==> config.mk <==
export PLATFORM = sky130hd
export DESIGN_NAME = ram_arbiter_flat
export DESIGN_NICKNAME = d
export VERILOG_FILES = /design/src/rtl/ram_arbiter_if.sv /design/src/rtl/ram_arbiter.sv /design/src/flat_wrapper.sv
export SDC_FILE = /design/constraint.sdc
export NUM_CORES = 1
export LEC_CHECK = 0
export CAP_MARGIN = 20
export CELL_PAD_IN_SITES_DETAIL_PLACEMENT = 1
export CELL_PAD_IN_SITES_GLOBAL_PLACEMENT = 1
export CORE_MARGIN = 2
export CORE_UTILIZATION = 31
export CTS_CLUSTER_SIZE = 8
export DETAILED_ROUTE_END_ITERATION = 12
export GPL_TIMING_DRIVEN = 0
export PLACE_DENSITY_LB_ADDON = 0.08
export SLEW_MARGIN = 20
export SYNTH_ARGS = -nofsm -noshare
export SYNTH_HDL_FRONTEND = slang
export SYNTH_SLANG_ARGS = --single-unit
==> constraint.sdc <==
create_clock -name i_clk -period 3.8 [get_ports i_clk]
set_input_delay 0.38 -clock i_clk [delete_from_list [all_inputs] [get_ports i_clk]]
set_output_delay 0.38 -clock i_clk [all_outputs]
set_load 0.05 [all_outputs]
==> src/rtl/ram_arbiter_if.sv <==
// Requester, RAM and status signals of the two-port RAM arbiter.
// slave is the arbiter side; master is the requester/RAM side.
interface ram_arbiter_if #(
  parameter int ADDR_W = 16,
  parameter int DATA_W = 24
);
  logic              req0;
  logic              we0;
  logic [ADDR_W-1:0] addr0;
  logic [DATA_W-1:0] wd0;
  logic              ack0;
  logic [DATA_W-1:0] rd0;

  logic              req1;
  logic              we1;
  logic [ADDR_W-1:0] addr1;
  logic [DATA_W-1:0] wd1;
  logic              ack1;
  logic [DATA_W-1:0] rd1;

  logic [ADDR_W-1:0] mem_addr;
  logic [DATA_W-1:0] mem_wd;
  logic              mem_we;
  logic [DATA_W-1:0] mem_rdata;

  logic              busy;
  logic              gnt_id;

  modport slave (
    input  req0, we0, addr0, wd0, req1, we1, addr1, wd1, mem_rdata,
    output ack0, rd0, ack1, rd1, mem_addr, mem_wd, mem_we, busy, gnt_id
  );

  modport master (
    output req0, we0, addr0, wd0, req1, we1, addr1, wd1, mem_rdata,
    input  ack0, rd0, ack1, rd1, mem_addr, mem_wd, mem_we, busy, gnt_id
  );
endinterface

==> src/rtl/ram_arbiter.sv <==
// Round-robin arbiter serialising two requesters onto one single-port RAM.
// All outputs are registered; read data returns RD_LAT cycles after ACCESS.
module ram_arbiter #(
  parameter int ADDR_W = 16,
  parameter int DATA_W = 24,
  parameter int RD_LAT = 1
) (
  input  logic        i_clk,
  input  logic        i_rst,
  ram_arbiter_if.slave io_bus
);

  typedef enum logic [1:0] {
    IDLE   = 2'd0,
    ACCESS = 2'd1,
    WAIT   = 2'd2,
    DONE   = 2'd3
  } state_t;

  localparam logic [1:0] CNT_LOAD = 2'(RD_LAT - 1);

  state_t            r_state;
  state_t            w_state_nxt;
  logic [ADDR_W-1:0] r_mem_addr;
  logic [ADDR_W-1:0] w_mem_addr_nxt;
  logic [DATA_W-1:0] r_mem_wd;
  logic [DATA_W-1:0] w_mem_wd_nxt;
  logic              r_mem_we;
  logic              w_mem_we_nxt;
  logic              r_op_we;
  logic              w_op_we_nxt;
  logic              r_gnt_id;
  logic              w_gnt_id_nxt;
  logic              r_last_grant;
  logic              w_last_grant_nxt;
  logic [1:0]        r_cnt;
  logic [1:0]        w_cnt_nxt;
  logic [DATA_W-1:0] r_rd0;
  logic [DATA_W-1:0] w_rd0_nxt;
  logic [DATA_W-1:0] r_rd1;
  logic [DATA_W-1:0] w_rd1_nxt;
  logic              r_ack0;
  logic              w_ack0_nxt;
  logic              r_ack1;
  logic              w_ack1_nxt;
  logic              r_busy;
  logic              w_busy_nxt;
  logic              w_pick;

  // On a tie the port that was not served last wins.
  assign w_pick = (io_bus.req0 && io_bus.req1) ? ~r_last_grant : io_bus.req1;

  always_comb begin
    w_state_nxt      = r_state;
    w_mem_addr_nxt   = r_mem_addr;
    w_mem_wd_nxt     = r_mem_wd;
    w_mem_we_nxt     = 1'b0;
    w_op_we_nxt      = r_op_we;
    w_gnt_id_nxt     = r_gnt_id;
    w_last_grant_nxt = r_last_grant;
    w_cnt_nxt        = r_cnt;
    w_rd0_nxt        = r_rd0;
    w_rd1_nxt        = r_rd1;
    w_ack0_nxt       = 1'b0;
    w_ack1_nxt       = 1'b0;

    case (r_state)
      IDLE: begin
        if (io_bus.req0 || io_bus.req1) begin
          w_state_nxt      = ACCESS;
          w_gnt_id_nxt     = w_pick;
          w_last_grant_nxt = w_pick;
          w_mem_addr_nxt   = w_pick ? io_bus.addr1 : io_bus.addr0;
          w_mem_wd_nxt     = w_pick ? io_bus.wd1 : io_bus.wd0;
          w_op_we_nxt      = w_pick ? io_bus.we1 : io_bus.we0;
          w_mem_we_nxt     = w_pick ? io_bus.we1 : io_bus.we0;
        end
      end
      ACCESS: begin
        if (r_op_we) begin
          w_state_nxt = DONE;
          w_ack0_nxt  = ~r_gnt_id;
          w_ack1_nxt  = r_gnt_id;
        end else begin
          w_state_nxt = WAIT;
          w_cnt_nxt   = CNT_LOAD;
        end
      end
      WAIT: begin
        if (r_cnt != 2'd0) begin
          w_cnt_nxt = r_cnt - 2'd1;
        end else begin
          w_state_nxt = DONE;
          w_ack0_nxt  = ~r_gnt_id;
          w_ack1_nxt  = r_gnt_id;
          if (r_gnt_id) begin
            w_rd1_nxt = io_bus.mem_rdata;
          end else begin
            w_rd0_nxt = io_bus.mem_rdata;
          end
        end
      end
      DONE: begin
        w_state_nxt = IDLE;
      end
      default: begin
        w_state_nxt = IDLE;
      end
    endcase

    w_busy_nxt = (w_state_nxt != IDLE);
  end

  always_ff @(posedge i_clk) begin
    if (i_rst) begin
      r_state      <= IDLE;
      r_mem_addr   <= '0;
      r_mem_wd     <= '0;
      r_mem_we     <= 1'b0;
      r_op_we      <= 1'b0;
      r_gnt_id     <= 1'b0;
      r_last_grant <= 1'b1;
      r_cnt        <= 2'd0;
      r_rd0        <= '0;
      r_rd1        <= '0;
      r_ack0       <= 1'b0;
      r_ack1       <= 1'b0;
      r_busy       <= 1'b0;
    end else begin
      r_state      <= w_state_nxt;
      r_mem_addr   <= w_mem_addr_nxt;
      r_mem_wd     <= w_mem_wd_nxt;
      r_mem_we     <= w_mem_we_nxt;
      r_op_we      <= w_op_we_nxt;
      r_gnt_id     <= w_gnt_id_nxt;
      r_last_grant <= w_last_grant_nxt;
      r_cnt        <= w_cnt_nxt;
      r_rd0        <= w_rd0_nxt;
      r_rd1        <= w_rd1_nxt;
      r_ack0       <= w_ack0_nxt;
      r_ack1       <= w_ack1_nxt;
      r_busy       <= w_busy_nxt;
    end
  end

  assign io_bus.mem_addr = r_mem_addr;
  assign io_bus.mem_wd   = r_mem_wd;
  assign io_bus.mem_we   = r_mem_we;
  assign io_bus.rd0      = r_rd0;
  assign io_bus.rd1      = r_rd1;
  assign io_bus.ack0     = r_ack0;
  assign io_bus.ack1     = r_ack1;
  assign io_bus.busy     = r_busy;
  assign io_bus.gnt_id   = r_gnt_id;

endmodule
==> src/flat_wrapper.sv <==
// flat-port wrapper written by rule: the top's interface ports become plain ports
module ram_arbiter_flat 
#(
  parameter int ADDR_W = 16,
  parameter int DATA_W = 24,
  parameter int RD_LAT = 1
)
  (i_clk, i_rst, io_bus_req0, io_bus_we0, io_bus_addr0, io_bus_wd0, io_bus_req1, io_bus_we1, io_bus_addr1, io_bus_wd1, io_bus_mem_rdata, io_bus_ack0, io_bus_rd0, io_bus_ack1, io_bus_rd1, io_bus_mem_addr, io_bus_mem_wd, io_bus_mem_we, io_bus_busy, io_bus_gnt_id);
  ram_arbiter_if #(.ADDR_W(ADDR_W), .DATA_W(DATA_W)) io_bus_i ();
  input  logic i_clk;
  input  logic i_rst;
  input wire logic [$bits(io_bus_i.req0)-1:0] io_bus_req0;
  input wire logic [$bits(io_bus_i.we0)-1:0] io_bus_we0;
  input wire logic [$bits(io_bus_i.addr0)-1:0] io_bus_addr0;
  input wire logic [$bits(io_bus_i.wd0)-1:0] io_bus_wd0;
  input wire logic [$bits(io_bus_i.req1)-1:0] io_bus_req1;
  input wire logic [$bits(io_bus_i.we1)-1:0] io_bus_we1;
  input wire logic [$bits(io_bus_i.addr1)-1:0] io_bus_addr1;
  input wire logic [$bits(io_bus_i.wd1)-1:0] io_bus_wd1;
  input wire logic [$bits(io_bus_i.mem_rdata)-1:0] io_bus_mem_rdata;
  output wire logic [$bits(io_bus_i.ack0)-1:0] io_bus_ack0;
  output wire logic [$bits(io_bus_i.rd0)-1:0] io_bus_rd0;
  output wire logic [$bits(io_bus_i.ack1)-1:0] io_bus_ack1;
  output wire logic [$bits(io_bus_i.rd1)-1:0] io_bus_rd1;
  output wire logic [$bits(io_bus_i.mem_addr)-1:0] io_bus_mem_addr;
  output wire logic [$bits(io_bus_i.mem_wd)-1:0] io_bus_mem_wd;
  output wire logic [$bits(io_bus_i.mem_we)-1:0] io_bus_mem_we;
  output wire logic [$bits(io_bus_i.busy)-1:0] io_bus_busy;
  output wire logic [$bits(io_bus_i.gnt_id)-1:0] io_bus_gnt_id;
  assign io_bus_i.req0 = io_bus_req0;
  assign io_bus_i.we0 = io_bus_we0;
  assign io_bus_i.addr0 = io_bus_addr0;
  assign io_bus_i.wd0 = io_bus_wd0;
  assign io_bus_i.req1 = io_bus_req1;
  assign io_bus_i.we1 = io_bus_we1;
  assign io_bus_i.addr1 = io_bus_addr1;
  assign io_bus_i.wd1 = io_bus_wd1;
  assign io_bus_i.mem_rdata = io_bus_mem_rdata;
  assign io_bus_ack0 = io_bus_i.ack0;
  assign io_bus_rd0 = io_bus_i.rd0;
  assign io_bus_ack1 = io_bus_i.ack1;
  assign io_bus_rd1 = io_bus_i.rd1;
  assign io_bus_mem_addr = io_bus_i.mem_addr;
  assign io_bus_mem_wd = io_bus_i.mem_wd;
  assign io_bus_mem_we = io_bus_i.mem_we;
  assign io_bus_busy = io_bus_i.busy;
  assign io_bus_gnt_id = io_bus_i.gnt_id;
  ram_arbiter #(.ADDR_W(ADDR_W), .DATA_W(DATA_W), .RD_LAT(RD_LAT)) u_core (.i_clk(i_clk), .i_rst(i_rst), .io_bus(io_bus_i));
endmodule
### Yosys cells after proc, flatten, opt, wreduce, memory -nomap -nowiden

Cells that the tools add are included.

| word-level totals | value |
|---|---|
| register bits after elaboration | 99 |
| logic and storage cells | 52 |

| cells by class | value |
|---|---|
| add/subtract/negate cells | 1 |
| equal/unequal tests | 5 |
| muxes and demuxes | 17 |
| bitwise logic cells | 5 |
| reductions and logical operators | 11 |

Operators with widths:

| kind | number |
|---|---|
| 24-bit two-way mux | 1 |
| 16-bit two-way mux | 1 |
| 3-bit AND reduction | 3 |
| 2-bit two-way mux | 4 |
| 2-bit one-hot mux with 4 select lines | 1 |
| 1-bit two-way mux | 7 |
| 2-bit nonzero test | 3 |
| 1-bit inverter | 5 |
| 2-bit equality test, second input constant | 2 |
| 1-bit one-hot mux with 2 select lines | 2 |
| 2-bit one-hot mux with 2 select lines | 1 |
| 3-bit OR reduction | 1 |
| 2-bit by 1-bit equality test with 1-bit output, second input constant | 1 |
| 2-bit zero test | 1 |
| 2-bit by 1-bit inequality test with 1-bit output, second input constant | 1 |
| 2-bit inequality test, second input constant | 1 |
| 2-bit AND reduction | 1 |
| 2-bit by 1-bit subtractor with 2-bit output, second input constant | 1 |
| 1-bit logical AND | 1 |
| 1-bit logical OR | 1 |

### Longest topological paths before layout

| logic depth | value |
|---|---|
| depth after elaboration | 4 |
| mapped depth | 8 |
| gate-level depth less buffers | 5 |

### Worst setup path before layout

No wires, ideal clock.

| timing | value |
|---|---|
| kind | reg-to-reg |
| start point | register u_core.r_gnt_id, in the netlist u_core.io_bus.gnt_id |
| end point | register u_core.r_rd0[4], in the netlist u_core.io_bus.rd0[4] |
| setup time | 71 ps |
| arrival | 1435 ps |
| data required time | 3729 ps |
| slack | 2294 ps |
| stages on the path, launching flop included | 5 |
| period minus slack after synthesis | 1506 ps |
| path through | dfxtp_1 nand3b_1 clkbuf_1 nand2_1 a21oi_1 |

| between the ends | value |
|---|---|
| longest elaborated chain between the ends | 2 |

RTL lines:

| what | RTL line | RTL |
|---|---|---|
| start, declared | ram_arbiter.sv:32 | `logic r_gnt_id;` |
| start signal, assigned | ram_arbiter.sv:135 | `r_gnt_id <= w_gnt_id_nxt;` |
| 1-bit inverter (no line) | n/a |  |
| 3-bit AND reduction (no line) | n/a |  |
| end signal, assigned | ram_arbiter.sv:138 | `r_rd0 <= w_rd0_nxt;` |
| end, declared | ram_arbiter.sv:38 | `logic [DATA_W-1:0] r_rd0;` |

Every way passes these cells.
A chain may end at the register's enable or synchronous reset.

### Final worst setup path

| timing | value |
|---|---|
| start point | register u_core.r_gnt_id, in the netlist u_core.io_bus.gnt_id |
| end point | output io_bus_gnt_id |

RTL lines:

| what | RTL line | RTL |
|---|---|---|
| end, declared | flat_wrapper.sv:29 | `output wire logic [$bits(io_bus_i.gnt_id)-1:0] io_bus_gnt_id;` |

No word-level cell between the ends.

==> flow_metrics.py <==
metrics = {
    "synth": {
        "syn-num-nets": 605,
        "syn-instance-count": 489,
        "synthArstFlopShare": 0,
        "netlist_top_cells_area": "dfxtp_1 (48%), nand2_1 (13%), a211oi_2 (12%), a21oi_1 (10%), nor2_1 (3.8%)",
        "seq_area_frac_synth": 0.477,
        "ys_seq_elements": 99,
        "synth_top_area_share": 0.477,
        "yosysTopAreaCell": "dfxtp_1",
        "synth_edf_count": 0,
        "yosys_warnings": 0,
        "synth.avg_cell_area_um2": 8.49,
        "syn_area_um2": 4150,
        "ys_types": 32,
        "synth-main-ff-cell": "dfxtp_1",
    },
    "pwr": {
        "power.leakage_nw": 2.43,
        "powerDensity_nw_per_um2": 761,
        "ir_worst_vdd_mv": 0.323,
        "p_total_mw": 5.06,
    },
    "cells_and_area": {
        "fill_cells": 1562,
        "area_growth_pct": 60.1,
        "drive_gt1_frac": 0.128,
        "num_antenna_cells": 0,
        "finalNetCount": 816,
        "layout_commonest_cell": "clkdlybuf4s50_1",
        "final_cell_mix": "clkdlybuf4s50_1 (200), nand2_1 (140), dfxtp_1 (99)",
    },
    "clocking": {
        "clkSinkCount": 99,
        "cts-hold-fix-buffers": 0,
        "post_cts_resized": 0,
        "clk_pin_slew_ns": 0.07,
        "htreeDepth": 3,
        "clock_latency_ns": 0.34,
        "post-cts-setup-buffer-count": 0,
        "cts_tree": "done",
        "cts_made_buffers": 9,
        "clk_path_buf_depth": 2,
        "cts-root-buf": "clkbuf_16",
    },
    "timing": {
        "tightest_slew_ns": 0.755,
        "maxSlewViolCount": 0,
        "max_freq_ghz": 0.483,
        "final.setup_skew_ns": 0.00471,
        "rsz0062_at_grt": "false",
        "timing.final.crit_share": 0.545,
        "final-hold-violation-count": 0,
        "setup_viol": 0,
        "maxSlewHeadroom": 0.497,
        "period_minus_slack_ns": 2.07,
        "finalSetupTns_ns": 0,
        "holdWs_ns": 0.382,
    },
    "hold_path": {
        "hold_class": "input pin to register",
        "whs_path_depth": 2,
    },
    "setup_path": {
        "cp-end-kind": "output port",
        "worst_setup_path_start_kind": "register",
        "rr_worst_depth": 7,
        "cp_slowest_stage_delay_ns": 0.88,
        "cpMaxStageDelayCell": "clkdlybuf4s50_1",
        "path_buf_inv": 1,
        "cp_num_cells": 1,
        "worstSetupPathType": "register to output port",
        "required_ns": 3.42,
        "worst_ep_arrival_time_ns": 1.69,
        "path_cells": "clkdlybuf4s50_1",
        "cp_top_family": "buffers and inverters",
        "crit_fanout": 8,
    },
    "global_route": {
        "grt_max_degree": 17,
        "grt_pass1_vias": 4552,
        "antenna_found_initial": 0,
        "gr-usage-all-layers": 0.204,
        "grt_overflow_total": 0,
        "grt_pass1_wl_um": 23100,
    },
    "routing": {
        "drc": 0,
        "avgViaCountPerCell": 4.79,
        "vias": 4223,
        "ant_nets": 0,
        "first_iter_violations": 126,
        "wire_per_inst_um": 16.3,
        "dr.pass1.iters": 4,
        "wirelength_um": 14300,
    },
    "place": {
        "port_buffers": 200,
        "gp_congestion": 0.726,
        "hpwlAfterDp_um": 11000,
    },
    "outcome": {
        "status": "completed",
    },
    "floorplanning": {
        "rows": 42,
        "dieArea_um2": 14300,
        "core_area_um2": 13100,
        "die_h_um": 120,
        "die_w_um": 120,
        "start_util": 0.316,
        "io_pins": 203,
    },
    "flow_run": {
        "max_cap_violations": 0,
    },
}
-- layout make-up --
cell class	count	area [um2]	area share
buffer	40	211	0.0318
multi-input combinational	345	1940	0.292
timing repair buffer	200	2000	0.301
inverter	5	18.8	0.00282
tap	176	220	0.0331
clock inverter	5	38.8	0.00584
sequential	99	1980	0.298
clock buffer	11	233	0.0350
-- report_power, final --
group / internal [mW] / total (mW) / switching, mW
sequential: 1.31 / 1.46 / 0.146
clock: 0.449 / 0.861 / 0.413
combinational: 0.949 / 2.74 / 1.79
total: 2.71 / 5.06 / 2.35
-- logic make-up (layout without fill, tap and decap cells) --
logic type	after synthesis	in the layout	share of synthesized area
AOI/OAI and AO/OA	143	143	0.263
and+or+nand+nor	196	196	0.187
DFF	99	99	0.477
buffers and inverters	45	261	0.0555
adders and majority gates	6	6	0.0181
-- through the flow --
stage	setup slack [ns]	cell area [um2]	utilization	std cells
2_1_floorplan	2.29	4150	-	489
3_3_place_gp	1.86	6370	0.485	865
3_5_place_dp	1.83	6370	0.485	865
4_1_cts	1.70	6650	0.506	881
5_1_grt	1.64	6650	0.506	881
6_report	1.73	6650	0.506	881
-- state kept, by name, summed over array words and instances, names as in the netlist --
signal,count
u_core.io_bus.rd0,24
u_core.io_bus.rd1,24
u_core.io_bus.ack1,1
u_core.r_state,2
u_core.io_bus.gnt_id,1
u_core.r_op_we,1
u_core.io_bus.mem_addr,16
u_core.io_bus.ack0,1
u_core.r_last_grant,1
u_core.io_bus.mem_wd,24
u_core.io_bus.busy,1
u_core.r_cnt,2
u_core.io_bus.mem_we,1
-- routing by layer --
layer | wire length (um) | GRT usage | up-vias
met5 | 0 | 0 | -
met4 | 229 | 0.0684 | 0
met3 | 983 | 0.0651 | 15
met2 | 7110 | 0.351 | 112
met1 | 6020 | 0.239 | 2024
li1 | - | - | 2072
-- worst paths after layout --
check	startpoint	slack (ns)	to
worst max register to register	u_core.r_state[0]	1.93	u_core.io_bus.rd1[14]
worst max-delay path	u_core.io_bus.gnt_id	1.73	io_bus_gnt_id
worst min-delay path	i_rst	0.38	u_core.r_state[0]
worst min register to register	u_core.io_bus.rd1[19]	0.46	u_core.io_bus.rd1[19]
-- synthesized netlist by cell type (all sizes together), types with 2 or more instances --
master  count
nand3       3
a211oi     42
and3        2
nor3b       2
inv         5
ha          6
dfxtp      99
buf        27
a211o       2
nand2b      2
a21oi      90
a22oi       2
nor2       42
clkbuf     13
nand2     140
Power figures use the tool's default switching activity.
